===== src/rtl/rom_arb_pkg.sv =====
// rom_arb_pkg: shared types and constants for the firmware-ROM port arbiter.
//   state_t : arbiter FSM encoding (IDLE, BUSY_I, BUSY_D, RESP)
//   owner_t : which requester owns the in-flight ROM transaction
//   MAX_STALL_DEFAULT : default ibus grants allowed while dbus waits
//   STARVE_W : width of the starvation counter (covers MAX_STALL 1..15)
package rom_arb_pkg;

  localparam int unsigned MAX_STALL_DEFAULT = 4;
  localparam int unsigned STARVE_W          = 4;

  typedef enum logic [1:0] {
    IDLE   = 2'd0,
    BUSY_I = 2'd1,
    BUSY_D = 2'd2,
    RESP   = 2'd3
  } state_t;

  typedef enum logic {
    OWN_I = 1'b0,
    OWN_D = 1'b1
  } owner_t;

endpackage


===== src/rtl/rom_arb_starve_ctr.sv =====
// rom_arb_starve_ctr: saturating count of ibus grants taken while dbus waited.
// Ports:
//   clk_100mhz, rst_n : clock, async active-low reset
//   inc               : ibus granted while dbus was requesting
//   clr               : dbus granted
//   force_d_c         : counter saturated, dbus must win the next contest
module rom_arb_starve_ctr
  import rom_arb_pkg::*;
#(
  parameter int unsigned MAX_STALL = MAX_STALL_DEFAULT
) (
  input  logic clk_100mhz,
  input  logic rst_n,
  input  logic inc,
  input  logic clr,
  output logic force_d_c
);

  logic [STARVE_W-1:0] starve_cnt;

  assign force_d_c = (starve_cnt == STARVE_W'(MAX_STALL));

  // Clear wins over increment; increment stops at MAX_STALL.
  always_ff @(posedge clk_100mhz or negedge rst_n) begin
    if (!rst_n) begin
      starve_cnt <= '0;
    end else if (clr) begin
      starve_cnt <= '0;
    end else if (inc && !force_d_c) begin
      starve_cnt <= starve_cnt + STARVE_W'(1);
    end
  end

endmodule


===== src/rtl/rom_port_arbiter.sv =====
// rom_port_arbiter: shares the single-port firmware ROM between the CPU
// instruction fetch port (ibus) and the data-bus ROM window (dbus).
// One ROM transaction is in flight at a time; ibus wins contests unless dbus
// has been passed over MAX_STALL times in a row.
// Ports:
//   clk_100mhz, rst_n          : clock, async active-low reset
//   ibus_cyc/stb/addr          : fetch request;   ibus_ack/dat : fetch response
//   dbus_stb/addr              : data request;    dbus_ack/dat : data response
//   rom_addr/stb               : registered ROM request
//   rom_data/ack               : ROM response
//   err                        : timeout abort pulse
// Optional build macro: ROM_ARB_TIMEOUT_EN (abort BUSY after TIMEOUT cycles
// without rom_ack; otherwise err is tied low and BUSY waits indefinitely).
module rom_port_arbiter
  import rom_arb_pkg::*;
#(
  parameter int unsigned ADDR_W    = 15,
  parameter int unsigned DATA_W    = 32,
  parameter int unsigned MAX_STALL = MAX_STALL_DEFAULT,
  parameter int unsigned TIMEOUT   = 16
) (
  input  logic              clk_100mhz,
  input  logic              rst_n,
  input  logic              ibus_cyc,
  input  logic              ibus_stb,
  input  logic [ADDR_W-1:0] ibus_addr,
  output logic              ibus_ack,
  output logic [DATA_W-1:0] ibus_dat,
  input  logic              dbus_stb,
  input  logic [ADDR_W-1:0] dbus_addr,
  output logic              dbus_ack,
  output logic [DATA_W-1:0] dbus_dat,
  output logic [ADDR_W-1:0] rom_addr,
  output logic              rom_stb,
  input  logic [DATA_W-1:0] rom_data,
  input  logic              rom_ack,
  output logic              err
);

  state_t state;
  owner_t owner;

  logic ireq_c;
  logic dreq_c;
  logic force_d_c;
  logic grant_i_c;
  logic grant_d_c;
  logic starve_inc_c;
  logic starve_clr_c;
  logic owner_req_c;
  logic timeout_c;

  // Out-of-range configuration shows up as this block in the hierarchy.
  if ((MAX_STALL < 1) || (MAX_STALL > 15) || (TIMEOUT < 2)) begin : g_param_range_error
  end

  // Request decode and IDLE arbitration.
  always_comb begin
    ireq_c    = ibus_cyc & ibus_stb;
    dreq_c    = dbus_stb;
    grant_i_c = 1'b0;
    grant_d_c = 1'b0;
    if (state == IDLE) begin
      grant_d_c = dreq_c & (~ireq_c | force_d_c);
      grant_i_c = ireq_c & ~grant_d_c;
    end
    starve_inc_c = grant_i_c & dreq_c;
    starve_clr_c = grant_d_c;
    owner_req_c  = (owner == OWN_I) ? ireq_c : dreq_c;
  end

  rom_arb_starve_ctr #(
    .MAX_STALL (MAX_STALL)
  ) u_starve (
    .clk_100mhz (clk_100mhz),
    .rst_n      (rst_n),
    .inc        (starve_inc_c),
    .clr        (starve_clr_c),
    .force_d_c  (force_d_c)
  );

  // Arbiter FSM with registered ROM request, data capture and ack routing.
  // The ack is registered on the rom_ack edge so it is high during RESP; a
  // requester that has withdrawn by then gets neither ack nor data.
  always_ff @(posedge clk_100mhz or negedge rst_n) begin
    if (!rst_n) begin
      state    <= IDLE;
      owner    <= OWN_I;
      rom_addr <= '0;
      rom_stb  <= 1'b0;
      ibus_ack <= 1'b0;
      dbus_ack <= 1'b0;
      ibus_dat <= '0;
      dbus_dat <= '0;
    end else begin
      ibus_ack <= 1'b0;
      dbus_ack <= 1'b0;
      case (state)
        IDLE: begin
          if (grant_i_c) begin
            state    <= BUSY_I;
            owner    <= OWN_I;
            rom_addr <= ibus_addr;
            rom_stb  <= 1'b1;
          end else if (grant_d_c) begin
            state    <= BUSY_D;
            owner    <= OWN_D;
            rom_addr <= dbus_addr;
            rom_stb  <= 1'b1;
          end
        end
        BUSY_I, BUSY_D: begin
          if (rom_ack) begin
            rom_stb <= 1'b0;
            state   <= RESP;
            if (owner_req_c) begin
              if (owner == OWN_I) begin
                ibus_dat <= rom_data;
                ibus_ack <= 1'b1;
              end else begin
                dbus_dat <= rom_data;
                dbus_ack <= 1'b1;
              end
            end
          end else if (timeout_c) begin
            rom_stb <= 1'b0;
            state   <= IDLE;
          end
        end
        RESP: begin
          state <= IDLE;
        end
        default: begin
          state <= IDLE;
        end
      endcase
    end
  end

`ifdef ROM_ARB_TIMEOUT_EN
  localparam int unsigned TCNT_W = $clog2(TIMEOUT + 1);

  logic [TCNT_W-1:0] tcnt;
  logic              busy_c;

  assign busy_c    = (state == BUSY_I) || (state == BUSY_D);
  assign timeout_c = busy_c && !rom_ack && (tcnt == TCNT_W'(TIMEOUT - 1));

  // Counts BUSY cycles; cleared whenever the FSM is outside BUSY.
  always_ff @(posedge clk_100mhz or negedge rst_n) begin
    if (!rst_n) begin
      tcnt <= '0;
      err  <= 1'b0;
    end else begin
      err  <= timeout_c;
      tcnt <= (busy_c && !timeout_c) ? tcnt + TCNT_W'(1) : '0;
    end
  end
`else
  assign timeout_c = 1'b0;
  assign err       = 1'b0;
`endif

endmodule

===== config.mk =====
export PLATFORM = sky130hd
export DESIGN_NAME = rom_port_arbiter
export DESIGN_NICKNAME = d
export VERILOG_FILES = /design/src/rtl/rom_arb_pkg.sv /design/src/rtl/rom_arb_starve_ctr.sv /design/src/rtl/rom_port_arbiter.sv
export SDC_FILE = /design/constraint.sdc
export NUM_CORES = 1
export LEC_CHECK = 0
export CORE_MARGIN = 3
export CORE_UTILIZATION = 35
export CTS_CLUSTER_SIZE = 20
export DETAILED_ROUTE_END_ITERATION = 7
export DONT_BUFFER_PORTS = 1
export PLACE_DENSITY = 0.47
export SETUP_SLACK_MARGIN = 0.05
export SYNTH_ARGS = -nofsm -noshare
export SYNTH_HDL_FRONTEND = slang
export SYNTH_HIERARCHICAL = 1
export SYNTH_SLANG_ARGS = --single-unit
export TNS_END_PERCENT = 50

===== constraint.sdc =====
create_clock -name clk_100mhz -period 5.4 [get_ports clk_100mhz]
set_clock_uncertainty 0.15 [all_clocks]
set_input_delay 0.27 -clock clk_100mhz [delete_from_list [all_inputs] [get_ports clk_100mhz]]
set_output_delay 0.27 -clock clk_100mhz [all_outputs]
set_load 0.01 [all_outputs]

==> flow_summary.ini <==
[timing]
fmax_mhz = 359.3
fin_setup_tns_ns = 0
maxSlewViolCount = 0
setup_viol = 0
fin_ws_ns = 2.617
period_share_pct = 51.54
worstMarginPinSlew_ns = 1.046
rsz0062_at_grt = no
final_hold_viol_count = 0
maxSlewHeadroom_pct = 29.94
whs_ns = 0.02112
min_period_ns = 2.783

[critical_path]
cp.arrival_ns = 2.88
crit_slowest_cell = nor2b_2
critPathKind = register to register
rrSetupSlack_ns = 2.62
slowest_delay_ns = 0.91
crit_required_ns = 5.50
startpoint_type = register
cp_cell_sequence = inv_1 -> ha_1 -> nor2b_2 -> a31oi_1 -> dlygate4sd3_1
path_buf_inv = 2
end_kind = register
crit_path_max_fanout = 30
critPathTopFamily = simple AND/OR/NAND/NOR gates

[global_routing]
grt_pass1_wl_um = 13700
grt_pass1_vias = 2738
grt_antenna_before_repair = 0
grt_max_degree = 90
grt_usage_pct = 15.01
grt_overflow = 0

[drt]
dr.pass1.iters = 4
num_vias = 2664
via_per_inst = 4.861
ant_nets = 0
drc = 0
wl_per_cell_um = 16.14
postRouteWirelength_um = 8842
dr.first_iter.drc_count = 135

[logic_synthesis]
synthArstFlopShare_pct = 100.0
synth.distinct_cells = 32
ys.flop_type = dfrtp_1
yosys_register_bits = 89
synth.area.top_cells = dfrtp_1 61%, nand2_1 14%, mux2_2 9.6%
yosys-top-cells-count = 133 x nand2_1, 89 x dfrtp_1, 31 x mux2_2
postSynthNetCount = 419
synthAdderAreaFrac_pct = 1.030
synthSimpleGateAreaFrac_pct = 18.50
avgSynthCellArea_sq_um = 10.48
synth.most_common_cell = nand2_1
synth_top_family_by_area = simple AND/OR/NAND/NOR gates
synth_edf_count = 0
synth_area_sq_mm = 0.003646
syn_inst = 348
synth-seq-area-share_pct = 61.08
yosys.area_share.xor_xnor_pct = 0
synth_area_leader_cell = dfrtp_1
synth_top_area_share_pct = 61.08
synth_compound_area_share_pct = 6.177
yosys-mux-area-fraction_pct = 9.883
yosys_warnings = 6

[floorplanning]
io-pin-count = 151
dieWidth_um = 108.1
initial_core_util_pct = 36.63
fp-row-count = 36
die-area_sq_mm = 0.01168
die_h_um = 108.1
core_sq_mm = 0.009955

[clock_network]
cts_tree = done
numCtsBuffers = 9
cts_buffer_depth = 2
htreeDepth = 3
path_clk_slew_ns = 0.09
cts.sinks = 89
post_cts_buffers = 0
clockRootBuffer = clkbuf_8
clk_latency_ns = 0.35

[finish]
final_area_sq_mm = 0.004616
drive_gt1_share_pct = 14.22
antenna_cells = 0
syn_to_final_growth_pct = 26.60
nets = 481

[job]
drv_cap = 0

[placed_design]
post-place-ws_ns = 2.722
place_congestion = 0.7362
hpwl_um = 5514
dpl_cell_area_sq_mm = 0.003746
io_buffer_count = 0

[power_and_ir_drop]
power_density_mw_per_mm2 = 540.2
ir_drop_mv = 0.2201
leakage_nw = 2.162
finalPower_mw = 2.493

[hold_path]
hold_path.class = input pin to register

[status]
outcome = finished, final reports clean
==> kinds of logic after synthesis <==
family                   count (synthesis)
AND/OR/NAND/NOR                        166
flip-flops                              89
AO/OA/AOI/OAI                           33
multiplexers                            32
buffers and inverters                   24
adder cells (fa/ha/maj)                  3
other                                    1
==> report_power, final <==
part           internal, mW  switching [mW]
Clock                 0.218           0.250
Combinational         0.366           0.320
Sequential            0.976           0.363
==> worst paths after layout <==
kind | from | end | depth (start not counted)
worst max-delay path | state[0] | rom_addr[0] | 5
min in group asynchronous | rst_n | ibus_dat[29] | 2
worst min-delay path | ibus_stb | ibus_ack | 2
max in group asynchronous | rst_n | dbus_dat[5] | 2
worst max register to register | state[0] | rom_addr[0] | 5
worst min register to register | dbus_dat[28] | dbus_dat[28] | 2
==> per-stage QoR <==
stage               instances  utilization, %
global route              548           46.37
global placement          467           37.63
floorplan                 348               -
detailed placement        467           37.63
finish                    548           46.37
CTS                       548           46.37
==> layout make-up <==
cell class | count | area (sq um)
clock buffers | 9 | 123.9
clock inverters | 7 | 77.57
fillers | 950 | 5339
inverters | 7 | 26.28
multi-input cells | 235 | 1304
flip-flops and latches | 89 | 2227
well taps | 133 | 166.4
repair buffers | 68 | 690.7
==> layout by cell type, fill, tap and decap left out <==
cell and instances:
mux2_1 1, a221oi_2 1, clkinv_2 1, a31oi_1 15
conb_1 1, nor2_1 19, a22o_1 1, o211a_1 1
a21oi_1 7, buf_4 3, a21o_1 1, clkinv_4 2
or3_1 1, a221oi_1 1, a21oi_2 1, clkinvlp_4 1
a21o_2 2, nor2b_2 1, inv_1 6, inv_2 1
nor3_4 1, nand2_1 133, dlygate4sd3_1 64, a32o_1 1
nand3b_4 1, nand3_1 5, clkbuf_8 9, buf_16 1
ha_1 3, inv_6 2, nor3_1 1, mux2_2 31
nand2b_1 1, o21ai_0 2, nand4_1 2, and2_1 1
bufinv_16 1, dfrtp_1 89
==> registers in the layout (all words and copies together), names as in the netlist <==
signal	count
state	2
owner	1
dbus_dat	32
ibus_dat	32
ibus_ack	1
u_starve/starve_cnt	4
rom_stb	1
dbus_ack	1
rom_addr	15
==> routing by layer <==
| metal | global-route usage, % | share of wire, % |
|---|---|---|
| met2 | 24.42 | 47 |
| met5 | 0 | 0 |
| met1 | 17.91 | 41 |
| met4 | 5.230 | 0.95 |
| met3 | 6.328 | 11 |
==> what timing repair did <==
item,4_1_cts,5_1_grt
endpoints found under the setup margin,0,0
endpoints found under the hold margin,170,0
hold buffers,65,0
gates resized for setup,0,0
(Power assumes the default switching activity.)
